**config.mk**
```make
export PLATFORM = sky130hd
export DESIGN_NAME = window_acc_ctrl
export DESIGN_NICKNAME = d
export VERILOG_FILES = /design/src/rtl/window_acc_ctrl_pkg.sv /design/src/rtl/window_acc_ctrl_popcount_tree.sv /design/src/rtl/window_acc_ctrl.sv
export SDC_FILE = /design/constraint.sdc
export NUM_CORES = 1
export LEC_CHECK = 0
export ABC_AREA = 0
export BUFFER_PORTS_ARGS = -buffer_cell sky130_fd_sc_hd__buf_2
export CORE_MARGIN = 2
export CORE_UTILIZATION = 40
export CTS_BUF_LIST = sky130_fd_sc_hd__clkbuf_4 sky130_fd_sc_hd__clkbuf_8 sky130_fd_sc_hd__clkbuf_16
export DETAILED_ROUTE_END_ITERATION = 12
export SETUP_SLACK_MARGIN = 0.15
export SLEW_MARGIN = 10
export SYNTH_ARGS = -nofsm -noshare
export SYNTH_HDL_FRONTEND = slang
export SYNTH_HIERARCHICAL = 1
export SYNTH_SLANG_ARGS = --single-unit
```
**constraint.sdc**
```tcl
create_clock -name clk -period 1.68 [get_ports clk]
set_clock_uncertainty 0.05 [all_clocks]
set_input_delay 0.168 -clock clk [delete_from_list [all_inputs] [get_ports clk]]
set_output_delay 0.168 -clock clk [all_outputs]
set_load 0.01 [all_outputs]
```
**src/rtl/window_acc_ctrl_pkg.sv**
```systemverilog
// uBrain_acc_pkg: shared defaults, FSM states and width helper for the window accumulator feeder
package uBrain_acc_pkg;
   localparam int NBIT_D   = 64;
   localparam int IWID_D   = 7;
   localparam int OWID_D   = 17;
   localparam int WINLEN_D = 1024;
   typedef enum logic [1:0] {IDLE, CLR_FIRST, ACC, SWAP} state_t;
   function automatic int cnt_w(input int n);
      return (n <= 1) ? 1 : $clog2(n);
   endfunction
endpackage

```
**src/rtl/window_acc_ctrl_popcount_tree.sv**
```systemverilog
// popcount_tree: combinational NBIT-to-IWID adder tree, laid out as a heap over a power-of-two leaf row
module popcount_tree
   import uBrain_acc_pkg::*;
#(
   parameter int NBIT = NBIT_D,
   parameter int IWID = IWID_D
) (
   input  logic [NBIT-1:0] iBits,
   output logic [IWID-1:0] oCount
);
   localparam int P = 1 << $clog2(NBIT);
   logic [IWID-1:0] t [2*P-1];
   genvar i;
   for (i = 0; i < P; i++) begin : g_leaf
      if (i < NBIT) begin : g_bit
         assign t[P-1+i] = IWID'(iBits[i]);
      end else begin : g_pad
         assign t[P-1+i] = '0;
      end
   end
   for (i = 0; i < P-1; i++) begin : g_node
      assign t[i] = t[2*i+1] + t[2*i+2];
   end
   assign oCount = t[0];
endmodule

```
**src/rtl/window_acc_ctrl.sv**
```systemverilog
// window_acc_ctrl: feeds popcounts of unary slices into a ping-pong accumulator and sequences its controls per window
module window_acc_ctrl
   import uBrain_acc_pkg::*;
#(
   parameter int NBIT   = NBIT_D,
   parameter int IWID   = IWID_D,
   parameter int OWID   = OWID_D,
   parameter int WINLEN = WINLEN_D
) (
   input  logic            clk,
   input  logic            rst,
   input  logic            iEnable,
   input  logic            iValid,
   output logic            oReady,
   input  logic [NBIT-1:0] iBits,
   output logic [IWID-1:0] oData,
   output logic            oAccSel,
   output logic            oClear,
   output logic            oHold,
   output logic            oDone
);
   localparam int CW = cnt_w(WINLEN);
   if (WINLEN < 1 || (2**IWID) <= NBIT || (2**OWID) <= NBIT*WINLEN) begin : g_param_check
      $error("window_acc_ctrl: parameter widths cannot hold the counts");
   end
   state_t          state;
   logic [CW-1:0]   cnt;
   logic [IWID-1:0] pc;
   logic            last;
   popcount_tree #(.NBIT(NBIT), .IWID(IWID)) u_pc (.iBits(iBits), .oCount(pc));
   assign oReady = state == ACC;
   assign last   = cnt == CW'(WINLEN - 1);
   // FSM plus registered accumulator controls; the swap edge coincides with the accumulator adding the last beat
   always_ff @(posedge clk or posedge rst)
      if (rst) begin
         state   <= IDLE;
         cnt     <= '0;
         oData   <= '0;
         oAccSel <= 1'b0;
         oClear  <= 1'b0;
         oHold   <= 1'b1;
         oDone   <= 1'b0;
      end else begin
         oData  <= '0;
         oClear <= 1'b0;
         oHold  <= 1'b1;
         oDone  <= 1'b0;
         case (state)
            IDLE: if (iEnable) begin
               state  <= CLR_FIRST;
               oClear <= 1'b1;
               oHold  <= 1'b0;
            end
            CLR_FIRST: state <= ACC;
            ACC: if (iValid) begin
               oData <= pc;
               oHold <= 1'b0;
               cnt   <= last ? '0 : cnt + 1'b1;
               if (last) state <= SWAP;
            end
            SWAP: begin
               oAccSel <= ~oAccSel;
               oClear  <= 1'b1;
               oHold   <= 1'b0;
               oDone   <= 1'b1;
               state   <= iEnable ? ACC : IDLE;
            end
            default: state <= IDLE;
         endcase
      end
endmodule

```
Word level (Yosys, flattened, before mapping)
Cells that the tools add are included.
{ "classes": {"add_sub_neg": 64, "n_mul": 0, "div_mod_pow": 0, "n_lt_le_gt_ge": 0, "n_eq_ne": 7, "n_shift": 0, "muxes": 14, "n_bitwise": 1, "reduce_logical": 3} }
{ "ops": {"columns": ["op", "count"], "rows": [
  ["$add 1x1->2", 32],
  ["$add 2x2->3", 16],
  ["$add 3x3->4", 8],
  ["$add 4x4->5", 4],
  ["$mux 7", 2],
  ["$add 5x5->6", 2],
  ["$add 10x1->10 const B", 1],
  ["$eq 10x10->1 const B", 1],
  ["$mux 10", 1],
  ["$mux 2", 4],
  ["$pmux 2 s4", 1],
  ["$add 6x6->7", 1],
  ["$eq 2x2->1 const B", 2],
  ["$mux 1", 4],
  ["$ne 2x2->1 const B", 2],
  ["$pmux 1 s3", 1],
  ["$reduce_and 3->1", 1],
  ["$eq 2x1->1 const B", 1],
  ["$logic_not 2->1", 1],
  ["$ne 2x1->1 const B", 1],
  ["$pmux 1 s2", 1],
  ["$reduce_and 2->1", 1],
  ["$not 1->1", 1]
]} }
{ "word_totals": {"register_bits": 23, "latchBits": 0, "ramBits": 0, "mem_bits_ro": 0, "in_bits": 68, "out_inout_bits": 12, "word_cells": 96, "memories": 0} }

Longest topological paths before layout
{ "depth": {"ltp_word": 8, "mapped_depth": 21, "ltp_nobuf": 21} }

Hierarchy
Netlist, hierarchy kept.
{ "by_module_without_submodules": {"columns": ["module", "instances", "cells_per_inst", "area_each_um2", "seq_area_each_um2"], "rows": [
  ["popcount_tree", 1, 218, 2204.6, 0.0],
  ["window_acc_ctrl", 1, 100, 1058.5, 576.8]
]} }

Worst setup path before layout
OpenSTA, ideal clock, no wires.
{ "synth_path": {"path_type": "input port to flip-flop", "start": "input iBits[62]", "end": "register oData[5]", "setup_time_ps": 120, "arrival_time_ps": 5244, "required_ps": 1510, "slack_ps": -3734, "path_stages": 21, "n_path_buf": 0, "path_cell_list": "ha_1 > inv_1 > fa_1 > fa_1 > fa_1 > inv_1 > fa_1 > inv_1 > fa_1 > inv_1 > fa_1 > inv_1 > fa_1 > inv_1 > ha_1 > inv_1 > fa_1 > nand2b_1 > a21oi_1 > xor2_1 > and3_1"} }
{ "synth_via": {"elab_chain_cells": 8} }
{ "synth_rtl": {"columns": ["item", "line", "source"], "rows": [
  ["from (decl)", "window_acc_ctrl.sv:15", "input logic [NBIT-1:0] iBits,"],
  ["$add 1x1->2", "window_acc_ctrl_popcount_tree.sv:22", "assign t[i] = t[2*i+1] + t[2*i+2];"],
  ["$add 2x2->3", "window_acc_ctrl_popcount_tree.sv:22", null],
  ["$add 3x3->4", "window_acc_ctrl_popcount_tree.sv:22", null],
  ["$add 4x4->5", "window_acc_ctrl_popcount_tree.sv:22", null],
  ["$add 5x5->6", "window_acc_ctrl_popcount_tree.sv:22", null],
  ["$add 6x6->7", "window_acc_ctrl_popcount_tree.sv:22", null],
  ["named net pc[5]", "window_acc_ctrl.sv:28", "logic [IWID-1:0] pc;"],
  ["$mux 7", "window_acc_ctrl.sv:55", "ACC: if (iValid) begin"],
  ["$mux 7", "window_acc_ctrl.sv:48", "case (state)"],
  ["to (signal assigned)", "window_acc_ctrl.sv:56", "oData <= pc;"],
  ["to (decl)", "window_acc_ctrl.sv:16", "output logic [IWID-1:0] oData,"]
]} }
The timed path passes the listed nets, and every way through them passes these cells.
A chain may end at the register's enable or synchronous reset.

Worst setup path in the final report
{ "layout_path": {"start": "input iBits[20]", "end": "register oData[5]"} }
Same word-level chain as after synthesis.

==> impl_metrics.csv <==
group,metric,value,unit
status,outcome,"complete, but fails checks",
status,violations,"negative setup slack",
cts,htree_levels,1,
cells_and_area,num-nets-final,594,
die,die_area,8900,µm²
die,rows,32,
synthesis,ys.warnings.count,6,
worst_setup_path,critPathSlowestCell,"fa_2",
cts,clkSlewWorstSetupHoldPaths,70,ps
worst_setup_path,required,1830,ps
worst_setup_path,cpPeakStageDelay,560,ps
die,core_area,7810,µm²
route,vias,2289,
cts,clock-sinks,23,
synthesis,yosys.area.top_type,"fa_1",
route,drtAntennaViolNets,0,
timing,worstMarginPinSlew,302,ps
placed_design,post-place-ws,-3770,ps
die,ioPinCount,80,
synthesis,ys_ff_latch,23,
placed_design,post-place-cells,508,
synthesis,ys_seq_area_share,17.7,%
cells_and_area,n_fill_cell,746,
hold_path,hold_path_startpoint,"iEnable",
cts,clk_latency,260,ps
global_routing,grt-ovfl-total,0,
route,post_drt_via_cell_ratio,4.42,
timing,min_period,5130,ps
synthesis,synthTopCellsByCount,"106 x inv_1, 60 x fa_1, 49 x ha_1",
timing,hold_viol,0,
hold_path,min_path_type,"in -> reg",
placed_design,hpwl,5.26,mm
route,routed_wl,5.85,mm
synthesis,synth_flop_cell,"dfrtp_1",
synthesis,synth_top_area_share,36.8,%
cts,clock_path_buffers,2,
placed_design,place.gp.congestion,0.783,
timing,rsz0062_at_grt,"true",
synthesis,synth_most_common_cell,"inv_1",
worst_setup_path,cp.arrival,5270,ps
die,die_w,94.3,µm
worst_setup_path,critPathMaxFanout,2,
timing,maxClockFrequency,195,MHz
timing,fin_ws,-3450,ps
timing,timing.hold.ws,137,ps
global_routing,grt_pass1_wl,10.3,mm
global_routing,grt_max_degree,24,
synthesis,avgSynthCellArea,10.3,µm²
timing,relSlewSlack,79.9,%
timing,slew_violations,0,
job,cap_violations,0,
route,drc,0,
cells_and_area,seqCellArea,578,µm²
synthesis,synth_area_leaders,"fa_1 37%, ha_1 19%, dfrtp_1 17%",
worst_setup_path,startpoint_type,"input port",
placed_design,io_buffer_count,79,
synthesis,ys_types,34,
synthesis,async_flop_share,100,%
timing,tns,-22010,ps
cells_and_area,diodes,0,
worst_setup_path,crit_path_cell_trace,"buf_6, ha_4, inv_4, fa_2, fa_1, fa_1, inv_2, fa_2, inv_2, fa_2, inv_2, fa_2, inv_2, fa_1, inv_2, ha_4, inv_2, fa_2, nand2b_4, a21oi_2, xor2_1, and3_1",
synthesis,syn_area,3260,µm²
synthesis,synth-edff-count,0,
cells_and_area,drive_gt1_share,42.1,%
timing,setup_viol,7,
global_routing,antenna_found_initial,0,
cts,cts-root-buf,"clkbuf_8",
cells_and_area,area_delta_synth_final,31.9,%
route,drt_iter0_markers,26,
worst_setup_path,r2r_start,"state[1]",
cts,cts_tree,"built",
worst_setup_path,critPathKind,"in -> reg",
die,die_y,94.3,µm
synthesis,synthCells,318,
cells_and_area,instances_no_fill,518,
worst_setup_path,startpoint,"iBits[20]",
die,initial_core_util,41.8,%
global_routing,grt_pass1_vias,2460,
cells_and_area,multi_input_area,2550,µm²
worst_setup_path,setup.worst_path.end_class,"register",
global_routing,grt.total_usage,14.5,%
timing,finalCritPeriodShare,305,%
route,wl_per_cell,11.3,µm
cts,cts_made_buffers,3,
synthesis,syn_nets,495,
worst_setup_path,crit_top_cell,"inv_2",
route,drt_first_pass_iters,4,
[worst max-delay path, delay by kind of cell]
kind / cells / cell delay [ps]
AOI/OAI and AO/OA: 1 / 140
and+or+nand+nor: 2 / 320
xor gates and xnor gates: 1 / 130
buffers and inverters: 8 / 420
adders and majority gates: 10 / 4100
[layer usage]
layer	GRT usage (%)	vias up	part of all wire [%]
li1	-	1143	-
met1	20.7	1101	46
met2	25.1	45	49
met3	2.09	0	4.5
met4	0.362	0	0
met5	0	-	0
[stage by stage]
step / instance area, µm² / util [%]
finish: 4310 / 55.1
global route: 4310 / 55.1
floorplan: 3410 / -
CTS: 4180 / 53.5
detailed placement: 4020 / 51.4
global placement: 4020 / 51.4
[state kept, by name, indices dropped and copies added (netlist names)]
| name | cells |
|---|---|
| cnt | 10 |
| oAccSel | 1 |
| state | 2 |
| oDone | 1 |
| oData | 7 |
| oHold | 1 |
| oClear | 1 |
[cell usage in the layout (no fill, tap or decap), types with 12 or more instances in the layout]
cell type / count
inv_1: 81
buf_6: 12
dfrtp_1: 21
ha_4: 16
fa_2: 17
buf_4: 14
buf_2: 70
ha_1: 31
fa_1: 43
inv_2: 24
[cell type report]
type | instances | share of cell area, %
Clock buffer | 4 | 1.13
Inverter | 106 | 9.30
Multi-Input combinational cell | 186 | 59.2
Sequential cell | 23 | 13.4
Tap cell | 102 | 2.96
Timing Repair Buffer | 97 | 13.9
[cell families after synthesis]
family / count (synthesis) / synth area share, %
buf+inv: 109 / 12.6
flops: 23 / 17.7
xor+xnor: 8 / 2.15
fa+ha+maj: 109 / 55.6
mux: 1 / 0.307
compound gates: 17 / 3.57
simple gates: 51 / 8.13
[path summary, 6_finish.rpt]
check	endpoint	slack (ps)	cells after the start
setup reg to reg	state[1]	190	6
min in group asynchronous	oData[2]	440	4
max in group asynchronous	oHold	850	4
hold / removal	oClear	140	3
hold reg to reg	oAccSel	410	1
setup / recovery	oData[5]	-3450	22
[timing repair]
action,CTS,global route
hold endpoints to repair,22,0
setup buffers,3,2
hold buffers,1,0
gates resized for setup,17,26
pin swaps,37,34
cloned,0,0
endpoints found under the setup margin,8,14
Power is left out: the tool's default activity adds up to more than one toggle a clock period on the data nets, which glitch-free logic cannot reach.
